$ cat config.mk
export PLATFORM = sky130hd
export DESIGN_NAME = fixed_exp
export DESIGN_NICKNAME = d
export VERILOG_FILES = /design/src/rtl/fixed_exp_pkg.sv /design/src/rtl/fixed_exp_scale.sv /design/src/rtl/fixed_exp.sv
export SDC_FILE = /design/constraint.sdc
export NUM_CORES = 1
export LEC_CHECK = 0
export ABC_AREA = 1
export CORE_MARGIN = 1.5
export CORE_UTILIZATION = 30
export DETAILED_ROUTE_END_ITERATION = 12
export PLACE_DENSITY = 0.55
export SLEW_MARGIN = 20
export SYNTH_ARGS = -nofsm -noshare
export SYNTH_HDL_FRONTEND = slang
export SYNTH_SLANG_ARGS = --single-unit
$ cat constraint.sdc
create_clock -name Clk -period 4.4 [get_ports Clk]
set_clock_uncertainty 0.2 [all_clocks]
set_input_delay 0.66 -clock Clk [delete_from_list [all_inputs] [get_ports Clk]]
set_output_delay 0.66 -clock Clk [all_outputs]
set_load 0.1 [all_outputs]
$ cat src/rtl/fixed_exp_pkg.sv
// fixed_exp_pkg: shared types, constants and ln(1+2^-i) table for fixed_exp.
// Table and LN2/XMAX are Q16.16; state codes are plain localparams.
package fixed_exp_pkg;

  typedef logic [31:0] q16_t;
  typedef logic [2:0]  state_t;

  localparam q16_t LN2    = 32'h0000_B172;
  localparam q16_t XMAX   = 32'h000B_1721;
  localparam q16_t Q_ONES = 32'hFFFF_FFFF;

  // k spans -17..16
  localparam int K_W = 6;

  localparam state_t S_IDLE   = 3'd0;
  localparam state_t S_REDUCE = 3'd1;
  localparam state_t S_ITER   = 3'd2;
  localparam state_t S_SCALE  = 3'd3;
  localparam state_t S_DONE   = 3'd4;

  function automatic logic [15:0] l_tab(input logic [4:0] i);
    logic [15:0] v;
    case (i)
      5'd1:    v = 16'h67CD;
      5'd2:    v = 16'h3920;
      5'd3:    v = 16'h1E27;
      5'd4:    v = 16'h0F85;
      5'd5:    v = 16'h07E1;
      5'd6:    v = 16'h03F8;
      5'd7:    v = 16'h01FE;
      5'd8:    v = 16'h0100;
      5'd9:    v = 16'h0080;
      5'd10:   v = 16'h0040;
      5'd11:   v = 16'h0020;
      5'd12:   v = 16'h0010;
      5'd13:   v = 16'h0008;
      5'd14:   v = 16'h0004;
      5'd15:   v = 16'h0002;
      5'd16:   v = 16'h0001;
      default: v = 16'h0000;
    endcase
    return v;
  endfunction

endpackage

$ cat src/rtl/fixed_exp_scale.sv
// exp_scale: scales the mantissa product by 2^k and drops the guard bits.
// EXP_ROUND_EN adds a half-LSB before the right shift; otherwise truncates.
module exp_scale
  import fixed_exp_pkg::*;
#(
  parameter int GUARD = 14,
  parameter int PW    = 33
) (
  input  logic                  [PW-1:0] p_i,
  input  logic signed          [K_W-1:0] k_i,
  output q16_t                           y_o,
  output logic                           ovf_o
);

  localparam int EW = PW + 32;
  localparam logic signed [7:0] GUARD_S = 8'(GUARD);

  logic signed [7:0] s;
  logic        [7:0] amt;
  logic     [EW-1:0] ext;
  logic     [EW-1:0] sh;

  always_comb begin
    s   = GUARD_S - 8'(k_i);
    ext = EW'(p_i);
    amt = 8'd0;
    sh  = '0;
    if (s[7]) begin
      amt = 8'(-s);
      sh  = ext << amt;
    end else begin
      amt = 8'(s);
`ifdef EXP_ROUND_EN
      if (amt != 8'd0) begin
        sh = (ext + (EW'(1) << (amt - 8'd1))) >> amt;
      end else begin
        sh = ext;
      end
`else
      sh = ext >> amt;
`endif
    end
    ovf_o = |sh[EW-1:32];
    y_o   = ovf_o ? Q_ONES : sh[31:0];
  end

endmodule

$ cat src/rtl/fixed_exp.sv
// fixed_exp: sequential e^x, signed Q16.16 in, unsigned Q16.16 out.
// Define EXP_ROUND_EN for round-half-up in the final scale (default truncates).
module fixed_exp
  import fixed_exp_pkg::*;
#(
  parameter int ITERS = 16,
  parameter int GUARD = 14
) (
  input  logic        Clk,
  input  logic        Reset,
  input  logic        in_valid,
  output logic        in_ready,
  input  logic [31:0] x_in,
  output logic        out_valid,
  input  logic        out_ready,
  output logic [31:0] y_out,
  output logic        sat,
  output logic        unf
);

  // product is unsigned 2.(16+GUARD) plus one headroom bit
  localparam int PW = 19 + GUARD;
  localparam logic [PW-1:0] P_ONE = PW'(1) << (16 + GUARD);
  localparam logic signed [31:0] LN2_S  = LN2;
  localparam logic signed [31:0] XMAX_S = XMAX;
  localparam logic signed [31:0] XMIN_S = -XMAX_S;

  state_t                 state_q, state_d;
  logic signed   [31:0]   r_q, r_d, r_n;
  logic signed [K_W-1:0]  k_q, k_d, k_n;
  logic        [PW-1:0]   p_q, p_d;
  logic           [4:0]   i_q, i_d;
  q16_t                   y_q, y_d;
  logic                   sat_q, sat_d;
  logic                   unf_q, unf_d;
  logic signed   [31:0]   l_i;
  q16_t                   sc_y;
  logic                   sc_ovf;

  exp_scale #(
    .GUARD(GUARD),
    .PW   (PW)
  ) u_scale (
    .p_i  (p_q),
    .k_i  (k_q),
    .y_o  (sc_y),
    .ovf_o(sc_ovf)
  );

  assign in_ready  = (state_q == S_IDLE) && !Reset;
  assign out_valid = (state_q == S_DONE);
  assign y_out     = y_q;
  assign sat       = sat_q;
  assign unf       = unf_q;

  always_comb begin
    state_d = state_q;
    r_d     = r_q;
    k_d     = k_q;
    p_d     = p_q;
    i_d     = i_q;
    y_d     = y_q;
    sat_d   = sat_q;
    unf_d   = unf_q;
    r_n     = r_q;
    k_n     = k_q;
    l_i     = 32'(l_tab(i_q));
    unique case (1'b1)
      state_q == S_IDLE: begin
        if (in_valid) begin
          y_d   = '0;
          sat_d = 1'b0;
          unf_d = 1'b0;
          r_d   = $signed(x_in);
          k_d   = '0;
          if ($signed(x_in) >= XMAX_S) begin
            state_d = S_DONE;
            y_d     = Q_ONES;
            sat_d   = 1'b1;
          end else if ($signed(x_in) < XMIN_S) begin
            state_d = S_DONE;
            unf_d   = 1'b1;
          end else begin
            state_d = S_REDUCE;
          end
        end
      end
      state_q == S_REDUCE: begin
        if (r_q < 0) begin
          r_n = r_q + LN2_S;
          k_n = k_q - K_W'(1);
        end else if (r_q >= LN2_S) begin
          r_n = r_q - LN2_S;
          k_n = k_q + K_W'(1);
        end
        r_d = r_n;
        k_d = k_n;
        // leave as soon as the residual lands in [0, ln2)
        if (r_n >= 0 && r_n < LN2_S) begin
          state_d = S_ITER;
          p_d     = P_ONE;
          i_d     = 5'd1;
        end
      end
      state_q == S_ITER: begin
        if (r_q >= l_i) begin
          r_d = r_q - l_i;
          p_d = p_q + (p_q >> i_q);
        end
        if (i_q == 5'(ITERS)) begin
          state_d = S_SCALE;
        end else begin
          i_d = i_q + 5'd1;
        end
      end
      state_q == S_SCALE: begin
        y_d     = sc_y;
        sat_d   = sc_ovf;
        state_d = S_DONE;
      end
      state_q == S_DONE: begin
        if (out_ready) state_d = S_IDLE;
      end
      default: state_d = S_IDLE;
    endcase
  end

  always_ff @(posedge Clk) begin
    if (Reset) begin
      state_q <= S_IDLE;
      r_q     <= '0;
      k_q     <= '0;
      p_q     <= '0;
      i_q     <= '0;
      y_q     <= '0;
      sat_q   <= 1'b0;
      unf_q   <= 1'b0;
    end else begin
      state_q <= state_d;
      r_q     <= r_d;
      k_q     <= k_d;
      p_q     <= p_d;
      i_q     <= i_d;
      y_q     <= y_d;
      sat_q   <= sat_d;
      unf_q   <= unf_d;
    end
  end

endmodule

==> results.sh <==
export IMPL_ys_ff_latch=128
export IMPL_critPathCaptureType="flip-flop"
export IMPL_ys_flop_type="dfxtp_1"
export IMPL_finalCritPeriodShare_pct=92.4
export IMPL_cts_hold_buf=0
export IMPL_ir_drop_mv=0.446
export IMPL_start_util_pct=30.5
export IMPL_p_per_area_nw_per_um2=730
export IMPL_hold_viol=0
export IMPL_grtUsageMet3_pct=4.08
export IMPL_cp_num_cells=28
export IMPL_hold_depth=2
export IMPL_die_height_um=235
export IMPL_drt_pass1_iter_count=6
export IMPL_area_growth_pct=18.0
export IMPL_die_x_um=235
export IMPL_yosys_top_cells_count="nand2_1 (893), o21ai_0 (316), inv_1 (292), nor2_1 (254), nand3_1 (213)"
export IMPL_crit_family="simple AND/OR/NAND/NOR gates"
export IMPL_status="finished clean"
export IMPL_dp_cells=3686
export IMPL_synth_area_um2=16100
export IMPL_worst_path_max_delay_cell="dfxtp_1"
export IMPL_rows=84
export IMPL_drive_gt1_share_pct=10.2
export IMPL_maxClockFrequency_mhz=246
export IMPL_num_io_pins=72
export IMPL_fillers=6026
export IMPL_period_minus_slack_ns=4.07
export IMPL_syn_num_nets=3029
export IMPL_crit_fanout=9
export IMPL_synth_avg_cell_area_um2=5.51
export IMPL_critPathMostFrequentCell="nand2_1"
export IMPL_cts_buffers=17
export IMPL_crit_start="r_q[25]"
export IMPL_setup_viol=0
export IMPL_met2_usage_pct=38.4
export IMPL_drc=0
export IMPL_total_power_w=0.0139
export IMPL_worst_setup_path_type="reg2reg"
export IMPL_synth_most_common_cell="nand2_1"
export IMPL_critical_path_required_ns=4.56
export IMPL_worst_hold_path_type="reg2reg"
export IMPL_yosys_warnings=0
export IMPL_grt_pass1_wl_um=103000
export IMPL_hp_start="unf"
export IMPL_overflow=0
export IMPL_routedWlPerCell_um=17.7
export IMPL_layout_cells_non_filler=3724
export IMPL_slew_viol_final=0
export IMPL_start_kind="flip-flop"
export IMPL_core_area_um2=52900
export IMPL_grt_max_degree=46
export IMPL_port_buffers=71
export IMPL_p_leak_nw=8.95
export IMPL_antenna_cells=0
export IMPL_synthArstFlopShare_pct=0
export IMPL_clk_latency_ns=0.50
export IMPL_worst_endpoint_arrival_ns=4.23
export IMPL_final_antenna_net_count=0
export IMPL_setup_ws_ns=0.334
export IMPL_vias_per_cell=5.28
export IMPL_met1_usage_pct=31.2
export IMPL_slew_headroom_pct=27.2
export IMPL_yosys_area_top_type="nand2_1"
export IMPL_synth_top_cell_area_share_pct=20.8
export IMPL_final_util_pct=36.0
export IMPL_synth_seq_area_share_pct=15.9
export IMPL_grt_busiest_layer="met2"
export IMPL_cap_violations=0
export IMPL_cts_root_buf="clkbuf_16"
export IMPL_slowest_delay_ns=0.36
export IMPL_r2r_start="r_q[25]"
export IMPL_dp_hpwl_um=52000
export IMPL_final_nets=3123
export IMPL_rr_worst_depth=28
export IMPL_globalplace_congestion=0.996
export IMPL_grt_antenna_before_repair=0
export IMPL_tightestPinTransition_ns=1.09
export IMPL_finalSetupTns_ns=0
export IMPL_drtIter0Drc=1876
export IMPL_via_count=19700
export IMPL_die_area_um2=55200
export IMPL_crit_buf_inv=6
export IMPL_grt_total_usage_pct=23.6
export IMPL_cts_max_level=4
export IMPL_synth_distinct_cells=61
export IMPL_yosys_top_cells_area="nand2_1 (21%), dfxtp_1 (16%), o21ai_0 (9.8%), inv_1 (6.8%), nand3_1 (6.6%)"
export IMPL_clock_path_buffers=2
export IMPL_cts_sinks=128
export IMPL_postSynthCellCount=2929
export IMPL_grt_pass1_vias=18400
export IMPL_routed_wl_um=65800
export IMPL_synth_edf_count=0
export IMPL_cts_clk_slew_worst_paths_ns=0.07
export IMPL_pre_cts_slack_ns=0.0617
export IMPL_cts_tree="yes"
-- what timing repair did --
item,in CTS,in global routing
gates resized for setup,0,66
endpoints found under the setup margin,0,32
setup buffers,0,5
endpoints found under the hold margin,0,0
-- worst paths after layout --
check / to / slack, ns
worst max-delay path: l_i[8] / 0.33
worst min-delay path: unf / 0.28
worst max register to register: l_i[8] / 0.33
worst min register to register: unf / 0.28
-- report_power, final --
group | switching [W] | leakage [nW] | total, W | internal (W)
sequential | 0.000378 | 1.05 | 0.00189 | 0.00151
clock | 0.000693 | 0.276 | 0.00147 | 0.000776
combinational | 0.00726 | 7.61 | 0.0105 | 0.00328
-- registers in the layout, summed over array words and instances (netlist names) --
name / flops
unf: 1
p_q: 33
k_q: 6
i_q: 5
y_out: 32
state_q: 3
r_q: 32
l_i: 15
sat: 1
-- final cells by class --
| class | instances | area (um2) | area share (%) |
|---|---|---|---|
| Timing Repair Buffer | 224 | 2000 | 10.5 |
| Tap cell | 688 | 861 | 4.52 |
| Inverter | 319 | 1200 | 6.31 |
| Sequential cell | 128 | 2580 | 13.6 |
| Multi-Input combinational cell | 2333 | 11800 | 62.1 |
| Clock inverter | 12 | 97.6 | 0.512 |
| Clock buffer | 20 | 467 | 2.45 |
-- cells by family (layout without fill, tap and decap cells) --
| logic type | Yosys count | after routing | share of synthesized area (%) |
|---|---|---|---|
| flops | 128 | 128 | 15.9 |
| mux | 31 | 31 | 1.92 |
| fa+ha+maj | 64 | 64 | 5.10 |
| simple gates | 1502 | 1502 | 39.1 |
| compound gates | 703 | 703 | 24.5 |
| buf+inv | 468 | 575 | 11.5 |
| xor+xnor | 33 | 33 | 2.00 |
-- layer usage --
metal  wire length, um  vias to the layer above
li1                  -                     9925
met1             30100                     8989
met2             29800                      635
met3              4110                      120
met4              1840                        0
met5                 0                        -
-- worst reg2reg max path: cells and delay by family (launching register included) --
kind / cells / cell delay (ns)
AOI/OAI and AO/OA: 1 / 0.07
buffers and inverters: 6 / 0.70
adders and majority gates: 1 / 0.34
and+or+nand+nor: 20 / 2.27
DFF: 1 / 0.36
-- metrics by stage --
stage / hold slack [ns] / instance area [um2]
2_1_floorplan: 0.250 / 16100
3_3_place_gp: 0.262 / 18300
3_5_place_dp: 0.275 / 18300
4_1_cts: 0.285 / 18900
5_1_grt: 0.304 / 19000
6_report: 0.280 / 19000
-- cell usage in the layout, fill, tap and decap left out, types with 12 or more instances in the layout --
| cell type | Yosys | final |
|---|---|---|
| nand3_1 | 213 | 213 |
| inv_2 | 21 | 25 |
| or2_2 | 26 | 26 |
| nor3_1 | 34 | 32 |
| dfxtp_1 | 128 | 113 |
| mux2i_1 | 31 | 30 |
| a21oi_1 | 172 | 167 |
| dfxtp_2 | 0 | 14 |
| nor2_1 | 254 | 249 |
| buf_4 | 6 | 140 |
| ha_1 | 61 | 61 |
| a22oi_1 | 12 | 12 |
| xor2_1 | 20 | 20 |
| a211oi_1 | 17 | 17 |
| o22ai_1 | 39 | 39 |
| nand2_1 | 893 | 891 |
| inv_1 | 292 | 288 |
| o21ai_1 | 45 | 66 |
| o21ai_0 | 316 | 291 |
| nand4_1 | 35 | 35 |
| clkdlybuf4s50_1 | 0 | 70 |
| clkbuf_16 | 0 | 18 |
| o211ai_1 | 20 | 20 |
Note: power is estimated with default switching activity, not from simulation.
